==> src/rtl/forward_ctrl.sv <==
// EX-stage operand forwarding select generation and load-use stall detection.
// Shadows the destination tags of the EX and MEM instructions.
module forward_ctrl #(
    parameter int REG_AW = 5,
    parameter int CNT_W  = 16
) (
    input  logic              clk_i,
    input  logic              rst_i,
    input  logic              id_valid_i,
    input  logic [REG_AW-1:0] id_rs_i,
    input  logic [REG_AW-1:0] id_rt_i,
    input  logic              id_use_rs_i,
    input  logic              id_use_rt_i,
    input  logic [REG_AW-1:0] id_rd_i,
    input  logic              id_regwrite_i,
    input  logic              id_memread_i,
    input  logic              flush_i,
    output logic [1:0]        fwd_a_sel_o,
    output logic [1:0]        fwd_b_sel_o,
    output logic              stall_o,
    output logic [CNT_W-1:0]  stall_count_o
);

    localparam logic [REG_AW-1:0] REG_ZERO = {REG_AW{1'b0}};
    localparam logic [CNT_W-1:0]  CNT_MAX  = {CNT_W{1'b1}};
    localparam logic [CNT_W-1:0]  CNT_ONE  = {{(CNT_W-1){1'b0}}, 1'b1};

    logic              ex_valid;
    logic [REG_AW-1:0] ex_rd;
    logic              ex_regwrite;
    logic              ex_memread;
    logic              mem_valid;
    logic [REG_AW-1:0] mem_rd;
    logic              mem_regwrite;

    logic              haz;
    logic [1:0]        sel_a_next;
    logic [1:0]        sel_b_next;

    function automatic logic producer(input logic valid, input logic regwrite,
                                      input logic [REG_AW-1:0] rd,
                                      input logic [REG_AW-1:0] r);
        return valid & regwrite & (rd == r) & (r != REG_ZERO);
    endfunction

    // The younger EX producer takes precedence over the MEM producer.
    function automatic logic [1:0] pick_sel(input logic use_src, input logic ex_hit,
                                            input logic mem_hit);
        logic [1:0] sel;
        sel = 2'd0;
        if (use_src & ex_hit) begin
            sel = 2'd1;
        end else if (use_src & mem_hit) begin
            sel = 2'd2;
        end else begin
            sel = 2'd0;
        end
        return sel;
    endfunction

    // Load-use hazard detection and next forwarding selects for the ID instruction.
    always_comb begin
        haz        = 1'b0;
        stall_o    = 1'b0;
        sel_a_next = 2'd0;
        sel_b_next = 2'd0;
        haz = id_valid_i & ex_valid & ex_memread & ex_regwrite & (ex_rd != REG_ZERO) &
              ((id_use_rs_i & (id_rs_i == ex_rd)) | (id_use_rt_i & (id_rt_i == ex_rd)));
        stall_o = haz & ~flush_i;
        if (id_valid_i) begin
            sel_a_next = pick_sel(id_use_rs_i,
                                  producer(ex_valid, ex_regwrite, ex_rd, id_rs_i),
                                  producer(mem_valid, mem_regwrite, mem_rd, id_rs_i));
            sel_b_next = pick_sel(id_use_rt_i,
                                  producer(ex_valid, ex_regwrite, ex_rd, id_rt_i),
                                  producer(mem_valid, mem_regwrite, mem_rd, id_rt_i));
        end else begin
            sel_a_next = 2'd0;
            sel_b_next = 2'd0;
        end
    end

    // Shadow EX/MEM slots and registered selects; flush and stall both insert a bubble.
    always_ff @(posedge clk_i or posedge rst_i) begin
        if (rst_i) begin
            ex_valid     <= 1'b0;
            ex_rd        <= REG_ZERO;
            ex_regwrite  <= 1'b0;
            ex_memread   <= 1'b0;
            mem_valid    <= 1'b0;
            mem_rd       <= REG_ZERO;
            mem_regwrite <= 1'b0;
            fwd_a_sel_o  <= 2'd0;
            fwd_b_sel_o  <= 2'd0;
        end else begin
            mem_valid    <= ex_valid;
            mem_rd       <= ex_rd;
            mem_regwrite <= ex_regwrite;
            if (flush_i | stall_o) begin
                ex_valid    <= 1'b0;
                ex_rd       <= REG_ZERO;
                ex_regwrite <= 1'b0;
                ex_memread  <= 1'b0;
                fwd_a_sel_o <= 2'd0;
                fwd_b_sel_o <= 2'd0;
            end else begin
                ex_valid    <= id_valid_i;
                ex_rd       <= id_rd_i;
                ex_regwrite <= id_regwrite_i;
                ex_memread  <= id_memread_i;
                fwd_a_sel_o <= sel_a_next;
                fwd_b_sel_o <= sel_b_next;
            end
        end
    end

    // Saturating count of stall cycles.
    always_ff @(posedge clk_i or posedge rst_i) begin
        if (rst_i) begin
            stall_count_o <= {CNT_W{1'b0}};
        end else if (stall_o && (stall_count_o != CNT_MAX)) begin
            stall_count_o <= stall_count_o + CNT_ONE;
        end else begin
            stall_count_o <= stall_count_o;
        end
    end

endmodule

==> config.mk <==
export PLATFORM = sky130hd
export DESIGN_NAME = forward_ctrl
export DESIGN_NICKNAME = d
export VERILOG_FILES = /design/src/rtl/forward_ctrl.sv
export SDC_FILE = /design/constraint.sdc
export NUM_CORES = 1
export LEC_CHECK = 0
export BUFFER_PORTS_ARGS = -buffer_cell sky130_fd_sc_hd__buf_4
export CAP_MARGIN = 20
export CORE_MARGIN = 5
export CORE_UTILIZATION = 56
export DETAILED_ROUTE_END_ITERATION = 8
export GPL_TIMING_DRIVEN = 0
export PLACE_DENSITY = 0.94
export SLEW_MARGIN = 20
export SYNTH_ARGS = -nofsm -noshare
export SYNTH_HDL_FRONTEND = slang
export SYNTH_SLANG_ARGS = --single-unit
==> constraint.sdc <==
create_clock -name clk_i -period 4.4 [get_ports clk_i]
set_input_delay 0.22 -clock clk_i [delete_from_list [all_inputs] [get_ports clk_i]]
set_output_delay 0.22 -clock clk_i [all_outputs]
set_load 0.005 [all_outputs]
==> results list, run 1 <==
* Result of the run: finished, final reports clean
- Worst setup startpoint: ex_rd[0]$_DFF_PP0_
- After legalization and detailed placement, the total HPWL measured 3.06 mm.
- Latest clock arrival within the worst-skew pair: 0.34 ns
- Most area-hungry cell type in the Yosys netlist: sky130_fd_sc_hd__dfrtp_1
- Final antenna diode count: 0
- Path category of the worst min-delay check: input pin to flop
- The worst setup path is of the flop to output port kind.
- Of all flip-flops after synthesis, the portion carrying an async set or reset was 100%.
- Commonest cells in the netlist: 35 x sky130_fd_sc_hd__dfrtp_1, 18 x sky130_fd_sc_hd__xnor2_1, 17 x sky130_fd_sc_hd__xor2_1, 10 x sky130_fd_sc_hd__nor3_1, 9 x sky130_fd_sc_hd__nor2_1
* Number of warning messages in the yosys log: 0
* Number of failing setup endpoints in the final timing report: 0
- Register Area: 876 µm²
* Number of slew-limit violations in the final report: 0
- Counting distinct cell types in the post-synthesis netlist gives 31.
- Startpoint of the worst hold path: id_regwrite_i
* Global-route wire length before repair: around 6.7 mm
- Sorting the synthesized cells by area gives the leading types as sky130_fd_sc_hd__dfrtp_1 51%, sky130_fd_sc_hd__xnor2_1 9.1%, sky130_fd_sc_hd__xor2_1 8.6%, sky130_fd_sc_hd__nand4_1 2.9%, sky130_fd_sc_hd__nor3_1 2.9%.
- Total vias in the final route: approximately 1400
- H-tree levels: 2
* Highest ir drop seen on vdd: between 150 and 200 µV
* Hold Worst Slack: 0.0835 ns
- Clock tree from TritonCTS: yes
- F_max: around 440 MHz
- Pre-Repair DR Iteration Count: 4
- Synthesized Nets: approximately 170
- Initial antenna violation count: 0
- After detailed routing, the wire length on met1 is around 1.5 mm.
- Post-route setup TNS: 0 ns
- In this run the mean area of a mapped cell was 11.7 µm².
* Number of flops mapped to enable cells by yosys: 0
- 1st-iter DRT viols: ~110
* Global placer's final weighted congestion: roughly 1
- # rows: 20
- After routing the design area is about 2200 µm².
- Post-DR vias/cell: between 5 and 6
- I/O Buffers: 43
- The startpoint identified for the worst register-to-register timing path is ex_rd[1]$_DFF_PP0_.
- In this run the vertical extent of the chip is ~66 µm.
* DRC violations left: 0
- CP required: about 4.2 ns
* Proportion of layout cells with a drive suffix above 1: 32.5%
- Entering global routing, the biggest net connects 36 pins.
* Highest signal layer in the routed design: met4
- Setup repair after global routing left no endpoint under its margin.
* Rel. slew slack: roughly 53%
* Grt ovf: 0
- Clock tree synthesis found a total of 35 sinks.
- The worst setup path is captured at an output port.
- Time the final worst path needs with I/O delays and setup: approximately 2.3 ns
- Final wirelength: slightly below 4 mm
* Synthesized instance count: about 150
- The synthesized design contains 35 register bits.
- CTS max path bufs: 2
* Static leakage: slightly above 1 nW
* Met2 routed WL: 2.06 mm
- Dividing the detail-routed wire length by the instance count gives 16.8 µm.
- At the placement stage, the worst setup path has a slack of between 2 and 2.5 ns.
- Slew at the pin closest to its max-slew limit: roughly 0.70 ns
- Initial core utilization: 57.6%
* Total cell area at the placement stage: around 2100 µm²
- CTS placed an instance of sky130_fd_sc_hd__clkbuf_4 at the clock tree root.
* Post-synth top flop: sky130_fd_sc_hd__dfrtp_1
* Resize count post-CTS: 0
* Multi-input gate area: 835 µm²
- TritonCTS created 5 clock buffers.
- The mapped netlist covers approximately 1700 µm².
* Met3 WL post-DR: between 200 and 250 µm
- Across the run, the number of max-cap violations was 0.
- Count of antenna-violating nets left after detailed routing: 0
- Pwr/cell area: roughly 260 nW/µm²
* Final setup margin: 2.11 ns
* Clock Pin Slew Worst Setup and Hold Paths: 0.10 ns
- Postcts setup bufs: 0
* Floorplan die area: ~4300 µm²
- Of the synthesized area, sequential elements account for 50.7%.
- Dividing the final minimum period by the clock period gives around 52%.
- Maximum fanout count along the critical path: 8
- Most numerous cell in the Yosys netlist: sky130_fd_sc_hd__dfrtp_1
- Global routing consumed, over all layers together, roughly a fifth of the routing resources.
- The top cell type by area accounts for about half of the synthesized area.
- Number of fillers in the final layout: roughly 210
- Synth-to-Final Area Change: 24.7%
* Die X: 65.6 µm
- Signal arrival time at the worst endpoint: ~2.1 ns
* Startpoint kind of the worst setup timing path: flop
- The count of endpoints failing hold in the final timing report was 0.
- 44 I/O pins were placed.
* Core ar.: 3000 µm²
- Worst setup skew after layout: roughly 0.0059 ns
* Vias in the first global route: 1463
- Total Nets Final: 223
-- what timing repair did --
item                                    CTS  global route
hold endpoints to repair                 18             0
endpoints found under the setup margin    0             0
hold buffers                              1             0
-- where the power goes --
part,leakage (nW),switching [mW],total (mW),internal [mW]
logic,0.535,0.0290,0.0598,0.0307
registers,0.462,0.00981,0.339,0.329
clock network,0.0282,0.106,0.167,0.0615
total,1.03,0.144,0.566,0.421
-- metrics by stage --
stage / utilization (%) / std cells / power, mW
6_report: 71.8 / 233 / 0.566
5_1_grt: 71.8 / 233 / 0.597
4_1_cts: 71.8 / 233 / 0.572
3_5_place_dp: 69.7 / 224 / 0.404
3_3_place_gp: 69.7 / 224 / 0.399
2_1_floorplan: - / 148 / 0.374
-- placed cells by master (no fill, tap or decap), types with 2 or more instances in the layout --
cell type	instances
sky130_fd_sc_hd__or4_1	3
sky130_fd_sc_hd__nand3_1	6
sky130_fd_sc_hd__nand4_1	8
sky130_fd_sc_hd__and3_1	2
sky130_fd_sc_hd__inv_1	3
sky130_fd_sc_hd__nor4_1	4
sky130_fd_sc_hd__clkbuf_4	5
sky130_fd_sc_hd__xnor2_1	18
sky130_fd_sc_hd__buf_4	43
sky130_fd_sc_hd__nor4b_2	2
sky130_fd_sc_hd__nor3_1	10
sky130_fd_sc_hd__and2_1	7
sky130_fd_sc_hd__nor2_1	9
sky130_fd_sc_hd__or4_4	2
sky130_fd_sc_hd__xor2_1	17
sky130_fd_sc_hd__nand2_1	5
sky130_fd_sc_hd__clkbuf_1	2
sky130_fd_sc_hd__dfrtp_1	35
-- registers in the layout, indices dropped and copies added, names as in the netlist --
name,count
stall_count_o,16
ex_rd,5
mem_rd,5
fwd_a_sel_o,2
fwd_b_sel_o,2
ex_memread,1
ex_regwrite,1
ex_valid,1
mem_regwrite,1
mem_valid,1
-- metal layers --
layer  global-route usage, %  vias to the layer above
li1                        -                      623
met1                    24.4                      659
met2                    34.9                       60
met3                    3.93                       19
met4                    13.2                        0
met5                       0                        -
-- cells by family after synthesis --
kind of cell / synth area share [%]
compound gates: 5.35
xor+xnor: 17.7
fa+ha+maj: 0.723
buf+inv: 1.08
flops: 50.7
mux: 0.868
simple gates: 23.6
-- area by class of cell --
type,instances,area share (%)
Sequential cell,35,40.6
Multi-Input combinational cell,108,38.7
Timing Repair Buffer,44,15.4
Clock buffer,6,1.91
Tap cell,33,1.91
Inverter,4,0.696
Clock inverter,2,0.580
Buffer,1,0.174
-- worst paths after layout --
check	to	slack, ns	cells past startpoint
min in group asynchronous	stall_count_o[13]$_DFFE_PP0P_	0.55	3
worst max-delay path	stall_o	2.11	6
worst min register to register	mem_rd[2]$_DFF_PP0_	0.49	0
worst min-delay path	ex_regwrite$_DFF_PP0_	0.08	2
max in group asynchronous	mem_rd[2]$_DFF_PP0_	3.40	3
worst max register to register	stall_count_o[1]$_DFFE_PP0P_	2.31	5
-- worst max-delay path, cell delays in order (launching register included) --
cell and delay [ns]:
sky130_fd_sc_hd__dfrtp_1 0.46, sky130_fd_sc_hd__xnor2_1 0.19, sky130_fd_sc_hd__nand4_1 0.19, sky130_fd_sc_hd__nor3_4 0.36
sky130_fd_sc_hd__nor2_2 0.16, sky130_fd_sc_hd__nor3_1 0.23, sky130_fd_sc_hd__buf_4 0.14
Note: power is estimated with default switching activity, not from simulation.
==> run 2: changes to the inputs <==
Settings changed: CORE_UTILIZATION 56 to 47, PLACE_DENSITY 0.94 to 0.85.
Clock period 4.4 ns to 1.85 ns, I/O delays scaled along.
==> run 2 against run 1 <==
- global-route usage shrank 5.7 points
- clock power grew to 3.0 times the previous value
- register-to-register slack lost 2.4 ns
- the run now ends with negative setup slack left
- first-iteration DRC count is the same
- critical path type is now flop to flop
==> results list, run 2 (synthesis results as in run 1) <==
- The worst-path maximum fanout came to 5 (-3).
- For the finished layout, the period the worst path requires is between 1.5 and 2 ns.
- CTS max path bufs: 2 (unchanged)
- The internal reg-to-reg setup slack was -0.13 ns (-2.44 ns).
* Clock tree from TritonCTS: yes
* Pwr/cell area: 597 nW/µm² (+130%)
- The H-tree level count is 2 (unchanged).
- Post-DR vias/cell: 5.52 (-5.5%)
- Pre-Repair DR Iteration Count: 4 (unchanged)
- The global-route met2 utilization is 23.9% (-11 points).
* Commonest non-fill, non-tap cell in the layout: sky130_fd_sc_hd__buf_4
- 1st-iter DRT viols: 111 (unchanged)
- The signal on the critical path passes through or4_4 -> o2111ai_4 -> a311oi_4 -> o21ai_4 -> mux2_4.
- The filler-free cell count of the finished design was 258 (+11%).
* Top-Level Pins: 44 (unchanged)
- The clock transition at the registers of the reported paths was 0.07 ns (-0.03 ns).
* Final antenna diode count: 0 (unchanged)
- The data arrival time of the critical path was 2.15 ns (+0.08 ns).
- I/O Buffers: 43 (unchanged)
* Latest clock arrival within the worst-skew pair: 0.28 ns (-0.06 ns)
- Root Driver: sky130_fd_sc_hd__clkbuf_8
* # rows: 22 (+10%)
- Final non-filler cell area: 2470 µm² (+14%)
- Number of flip-flops under the largest register name: 16 (unchanged)
- The number of global-route vias before repair came to 1301 (-11%).
- The post-layout utilization of the core is 68.4% (-3.4 points).
* Total Nets Final: 235 (+5.4%)
- The count of buffering cells on the critical path with inverters included came to 0 (-1).
- The data required time of the worst path is 2.02 ns (-2.16 ns).
- The minimum setup slack after placement came to -0.211 ns (-2.54 ns).
- The fraction of final layout cells with drive strength greater than 1 came to 46.2% (+14 points).
- Vertical die dimension: 70.7 µm (+7.8%)
* Register with the most flip-flops: stall_count_o
* Final wirelength: 4.21 mm (+7.6%)
- Initial antenna violation count: 0 (unchanged)
- Average routed wire per standard cell: 16.3 µm (-2.9%)
- The top cell types in the final layout, fill and taps aside, are 51 x sky130_fd_sc_hd__buf_4, 32 x sky130_fd_sc_hd__dfrtp_1, 17 x sky130_fd_sc_hd__xnor2_1, 17 x sky130_fd_sc_hd__xor2_1, 8 x sky130_fd_sc_hd__nand4_1.
- The largest vdd supply drop is 358 µV (+86%).
* F_max: between 500 and 600 MHz
* Slowest Stage Delay on Critical Path: 0.57 ns (+0.11 ns)
* Number of cells in the design after placement: 239 (+6.7%)
- Critical path class: flop to flop
* Max-cap violations: 0 (unchanged)
- Floorplan die area: 4990 µm² (+16%)
- Hold Worst Slack: 0.0187 ns (-0.0648 ns)
- Number of failing setup endpoints in the final timing report: 26 (+26)
* Startpoint of the worst hold path: id_regwrite_i
* Global placer's final weighted congestion: 0.837 (-16%)
- The number of nets with antenna violations after detailed routing was 0 (unchanged).
- The final reports fail on negative setup slack.
* Number of slew-limit violations in the final report: 0 (unchanged)
* Global-route wire length before repair: 6.11 mm (-9.4%)
* Share of the clock period used by the worst path: 107%
- Maximum number of pins on one net before global-route repair: 36 (unchanged)
- Final setup margin: -0.130 ns (-2.24 ns)
- The met1 demand-to-capacity share in global routing was 19.5% (-5.0 points).
* Core ar.: 3610 µm² (+20%)
* Placed wire-length estimate after detailed placement: 2.63 mm (-14%)
- The setup skew after layout was 0.00927 ns (+0.00342 ns).
- The aggregate global routing overflow was 0 (unchanged).
- RSZ-0062 raised after global routing: true
- The power consumption came to 1.47 mW (+160%).
- Total vias in the final route: 1424 (+4.6%)
* Post-route setup TNS: -1.38 ns (-1.38 ns)
- The layer flagged by global routing as most heavily used is met2.
- The total DRC errors in the routed layout came to 0 (unchanged).
- Endpoint of the worst register-to-register path: stall_count_o[1]$_DFFE_PP0P_
- Capturing element type of the critical path: flop
- The overall routing resource usage came to 15.2% (-5.7 points).
- Relative to the synthesized area, the layout overhead comes to 42.6%.
- The effective utilization at floorplan is 48.0% (-9.6 points).
- Rel. slew slack: 53.0% (-0.37 points)
* Met3 track demand over resource: 4.26% (+0.33 points)
- Count of endpoints failing hold in the final timing report: 0 (unchanged)
* Result of the run: finished with violations
- Number of sinks on the clock net: 35 (unchanged)
* Max stage delay cell, worst path: sky130_fd_sc_hd__or4_4
- The cell area after placement came to 2110 µm² (+0.90%).
- Worst-case hold path end point: ex_regwrite$_DFF_PP0_
- The slew at the pin with the worst max-slew slack was 0.704 ns (+0.00549 ns).
- The startpoint identified for the worst register-to-register timing path is ex_rd[3]$_DFF_PP0_.
- The die span in x is 70.7 µm (+7.8%).
* Biggest registers after layout: stall_count_o (16), ex_rd (5), mem_rd (5)
* Critical Path Stages: 5 (-1)
* Largest delay contributor family on the critical path: simple AND/OR/NAND/NOR gates
- The worst-case reg-to-reg path depth is 5 (unchanged).
- TritonCTS buffer count: 5 (unchanged)
- STA classifies the critical path startpoint as a flop.
- The number of cells on the worst hold path is 2 (unchanged).
- The static leakage power is 1.17 nW (+14%).
- The tightest min-delay check is of the input pin to flop type.
run 2: changes by cell type in the layout (fill, tap and decap cells not counted), moves of 4 or more:
| cell | previous run | this run |
|---|---|---|
| sky130_fd_sc_hd__buf_4 | 43 | 51 |
| sky130_fd_sc_hd__nor3_1 | 10 | 3 |
| sky130_fd_sc_hd__clkbuf_4 | 5 | 0 |
| sky130_fd_sc_hd__clkbuf_8 | 0 | 5 |
| sky130_fd_sc_hd__nor3_2 | 1 | 6 |
| sky130_fd_sc_hd__nor4_1 | 4 | 0 |
run 2: cell type report:
type	count	area (µm²)
well taps	48	60.1
fillers	266	1140
flip-flops and latches	35	880
multi-input cells	109	1000
plain buffers	1	3.75
repair buffers	55	430
clock buffers	5	68.8
inverters	4	15.0
clock inverters	1	7.51
run 2: worst register-to-register path, delay by kind of cell, from the launching register on:
kind	cells	cell delay [ns]
multiplexers	1	0.33
flip-flops	1	0.43
AO/OA/AOI/OAI	3	0.56
AND/OR/NAND/NOR	1	0.57
run 2: repair_timing:
action	4_1_cts	5_1_grt
endpoints found under the hold margin	35	0
setup buffers	6	5
setup endpoints to repair	27	27
hold buffers	1	0
resized for setup	4	30
pin swaps	9	19
gates cloned	1	0
run 2: worst max path at each step:
stage / slack [ns] / to / from
2_1_floorplan: -0.06 / stall_count_o[1]$_DFFE_PP0P_ / ex_rd[1]$_DFF_PP0_
3_3_place_gp: -0.21 / stall_count_o[1]$_DFFE_PP0P_ / ex_rd[1]$_DFF_PP0_
3_5_place_dp: -0.21 / stall_count_o[1]$_DFFE_PP0P_ / ex_rd[1]$_DFF_PP0_
4_1_cts: -0.13 / stall_count_o[1]$_DFFE_PP0P_ / ex_rd[1]$_DFF_PP0_
5_1_grt: -0.18 / stall_count_o[1]$_DFFE_PP0P_ / ex_rd[3]$_DFF_PP0_
6_report: -0.13 / stall_count_o[1]$_DFFE_PP0P_ / ex_rd[3]$_DFF_PP0_
run 2: layer usage:
metal  vias to the layer above  wire (µm)
met3                        11        267
li1                        649          -
met2                        58       2200
met1                       706       1660
met4                         0         86
met5                         -          0
run 2: power breakdown:
part	total (mW)	leakage, nW	internal (mW)	switching [mW]
clock	0.502	0.0361	0.250	0.252
combinational	0.163	0.672	0.0830	0.0796
sequential	0.808	0.458	0.784	0.0234
==> run 3: changes to the inputs <==
Settings changed: CORE_ASPECT_RATIO set to 0.8, MAX_ROUTING_LAYER set to met4.
==> run 3 against run 2 <==
- the flow still finishes with violations (negative setup slack)
- die area increased by 0.15%
- routed wire length decreased by 3.4%
- global-route usage increased by 2.2 points
- non-clock buffer count decreased by 1
- register-to-register slack about the same
- clock power increased by 40%
- setup slack improved by 0.0052 ns
- critical path type unchanged
- critical endpoint unchanged
==> results list, run 3 (synthesis results as in run 1) <==
- The aggregate routed wire length came to 4.07 mm (-3.4%).
* Worst reg-to-reg setup slack: -0.13 ns (about the same)
- Count of antenna-violating nets left after detailed routing: 0 (unchanged)
- Among all stages on the critical path, the largest delay is contributed by sky130_fd_sc_hd__or4_4.
- Global-route wire length before repair: 6.69 mm (+9.5%)
- The flow ran to the end, but the final reports show violations.
* Placed wire-length estimate after detailed placement: 2.72 mm (+3.5%)
- F_max: 506 MHz (+0.26%)
* Leading cell types in the layout, fill and taps excluded: 50 x sky130_fd_sc_hd__buf_4, 32 x sky130_fd_sc_hd__dfrtp_1, 17 x sky130_fd_sc_hd__xor2_1, 16 x sky130_fd_sc_hd__xnor2_1, 8 x sky130_fd_sc_hd__nand4_1
- I/O Buffers: 43 (unchanged)
* 1st-iter DRT viols: 78 (-30%)
* Die X: 77.8 µm (+10%)
- The tightest min-delay check is of the input pin to flop type.
* Final non-filler cell area: 2420 µm² (-1.8%)
- The final setup violation count is 26 (unchanged).
- The placed cell count is 233 (-2.5%).
- Total Nets Final: 234 (-0.43%)
* Initial antenna violation count: 0 (unchanged)
- The max-slew violation count came to 0 (unchanged).
- Cell internal power dissipation: 1.30 mW (+16%)
- Final antenna diode count: 0 (unchanged)
- Maximum fanout count along the critical path: 5 (unchanged)
* Vias in the first global route: 1439 (+11%)
* Worst path cell trace: or4_4 -> o2111ai_4 -> a311oi_4 -> o21ai_4 -> mux2_4
* Post-DR vias/cell: 5.39 (-2.3%)
- Highest ir drop seen on vdd: 457 µV (+28%)
- The maximum buffer depth of the clock tree is 2 (unchanged).
* Capturing element type of the critical path: flop
- The sequential share of power came to 48.4% (-6.5 points).
- Share of the clock period used by the worst path: 107% (-0.28 points)
- The aggregate global routing overflow came to 0 (unchanged).
- Latest clock arrival within the worst-skew pair: 0.29 ns (about the same)
- Overall global routing resource usage: 17.4% (+2.2 points)
- The worst-case headroom to the max-slew limit was 53.3% (+0.35 points).
* Slowest Stage Delay on Critical Path: 0.57 ns (about the same)
- The number of max-cap violations is 0 (unchanged).
- Average routed wire per standard cell: 16.1 µm (-1.5%)
- Maximum number of pins on one net before global-route repair: 36 (unchanged)
* Proportion of layout cells with a drive suffix above 1: 43.6% (-2.6 points)
- In this design, the largest share of critical-path delay is due to simple AND/OR/NAND/NOR gates.
- Vertical die dimension: 64.3 µm (-9.1%)
- STA classifies the critical path startpoint as a flop.
* Proportion of total power due to net switching: 22.0% (-2.1 points)
- Worst-case hold path end point: ex_memread$_DFF_PP0_
* Number of sinks on the clock net: 35 (unchanged)
- Clock tree from TritonCTS: yes
- The setup skew after layout was 0.00762 ns (-0.00166 ns).
* Floorplan die area: 5000 µm² (+0.15%)
- The worst-case reg-to-reg path depth is 5 (unchanged).
* Time the final worst path needs with I/O delays and setup: 1.98 ns (-0.00517 ns)
- Commonest non-fill, non-tap cell in the layout: sky130_fd_sc_hd__buf_4
* Violations in the final reports: negative setup slack
- Startpoint of the worst hold path: id_memread_i
- Ranked by flip-flop count, first place goes to stall_count_o.
- Global placer's final weighted congestion: 0.885 (+5.7%)
* Pre-Repair DR Iteration Count: 4 (unchanged)
- The static leakage power was 1.13 nW (-3.5%).
* Total vias in the final route: 1364 (-4.2%)
- Total cell area at the placement stage: 2100 µm² (-0.36%)
- In this run the critical register-to-register path is launched from ex_rd[1]$_DFF_PP0_.
- # rows: 19 (-14%)
- Biggest registers after layout: stall_count_o (16), ex_rd (5), mem_rd (5)
* H-tree levels: 2 (unchanged)
* Instance count along the most critical hold path: 2 (unchanged)
* Initial core utilization: 49.5% (+1.5 points)
- The data arrival time of the critical path was 2.15 ns (about the same).
- Final Non-Filler Cells: 253 (-1.9%)
- DRC violations left: 0 (unchanged)
- The core footprint was 3490 µm² (-3.1%).
- Number of flip-flops under the largest register name: 16 (unchanged)
- Setup repair after global routing could not meet its margin everywhere.
- Count of buffering cells on the critical path with inverters included: 0 (unchanged)
* Top-Level Pins: 44 (unchanged)
- The data required time of the worst path was 2.03 ns (about the same).
- The clock transition at the registers of the reported paths came to 0.07 ns (about the same).
- Slew at the pin closest to its max-slew limit: 0.699 ns (-0.00521 ns)
* Part of the total power dissipated in the clock network: 42.2% (+8.1 points)
- The CTS buffer count was 5 (unchanged).
- In this run the clock root is driven by a sky130_fd_sc_hd__clkbuf_8.
- By startpoint and endpoint, the worst setup path is classified as flop to flop.
* Pwr/cell area: 688 nW/µm² (+15%)
* Relative contribution of combinational cells to total power: 9.4% (-1.6 points)
- Relative to the synthesized area, the layout overhead comes to 40.1%.
* Final setup margin: -0.125 ns (+0.00517 ns)
- The cell depth of the worst setup path came to 5 (unchanged).
* Count of endpoints failing hold in the final timing report: 0 (unchanged)
- The net load switching power came to 367 µW (+3.2%).
- Endpoint of the worst register-to-register path: stall_count_o[1]$_DFFE_PP0P_
==> run 3: changes by cell type in the layout (fill, tap and decap cells not counted), sizes merged <==
cell / delta
clkbuf: +1
bufinv: +1
clkinvlp: -1
clkinv: +1
dlygate4sd3: +1
buf: -2
==> run 3: metal layers <==
| metal | vias to the layer above | GRT usage (%) | part of all wire, % |
|---|---|---|---|
| li1 | 648 | - | - |
| met1 | 675 | 23.5 | 45 |
| met2 | 34 | 24.8 | 48 |
| met3 | 7 | 4.35 | 4.6 |
| met4 | 0 | 7.73 | 1.6 |
| met5 | - | - | 0 |
==> run 3: final cells by class <==
class	count	area, µm²
clock buffer	6	82.6
tap	42	52.6
buffer	1	3.75
inverter	4	15.0
sequential	35	880
fill	248	1070
clock inverter	2	35.0
timing repair buffer	54	418
multi-input combinational	109	936
==> run 3: worst max path at each step <==
stage / slack (ns) / end / from
6_report: -0.13 / stall_count_o[1]$_DFFE_PP0P_ / ex_rd[1]$_DFF_PP0_
5_1_grt: -0.19 / fwd_a_sel_o[1]$_DFF_PP0_ / ex_rd[0]$_DFF_PP0_
4_1_cts: -0.12 / stall_count_o[1]$_DFFE_PP0P_ / ex_rd[1]$_DFF_PP0_
3_5_place_dp: -0.25 / stall_count_o[1]$_DFFE_PP0P_ / ex_rd[1]$_DFF_PP0_
3_3_place_gp: -0.22 / stall_count_o[1]$_DFFE_PP0P_ / ex_rd[1]$_DFF_PP0_
2_1_floorplan: -0.06 / stall_count_o[1]$_DFFE_PP0P_ / ex_rd[1]$_DFF_PP0_
==> run 3: what timing repair did <==
item,in CTS,in global routing
endpoints found under the hold margin,35,1
pin swaps,11,10
endpoints found under the setup margin,28,28
setup buffers,9,0
hold buffers,1,1
gates resized for setup,13,9
cloned,1,0
==> run 3: power by group through the flow <==
stage               Combinational (mW)  Sequential, mW  Clock (mW)
floorplan                       0.0750           0.815           0
finish                           0.157           0.807       0.703
CTS                              0.151           0.806       0.710
detailed placement               0.138           0.820           0
global route                     0.172           0.809       0.741
global placement                 0.136           0.820           0
==> run 3: metrics by stage <==
stage                     utilization, %  hold slack [ns]  total power, mW  setup TNS [ns]  setup WS, ns
after floorplan                        -            0.221            0.890         -0.0558       -0.0558
after global placement              60.2            0.302            0.956           -2.72        -0.222
after detailed placement            60.2            0.262            0.959           -3.48        -0.249
after CTS                           67.8          0.00381             1.67           -1.43        -0.120
after global routing                69.3           0.0154             1.72           -3.29        -0.191
final                               69.3          0.00975             1.67           -1.29        -0.125
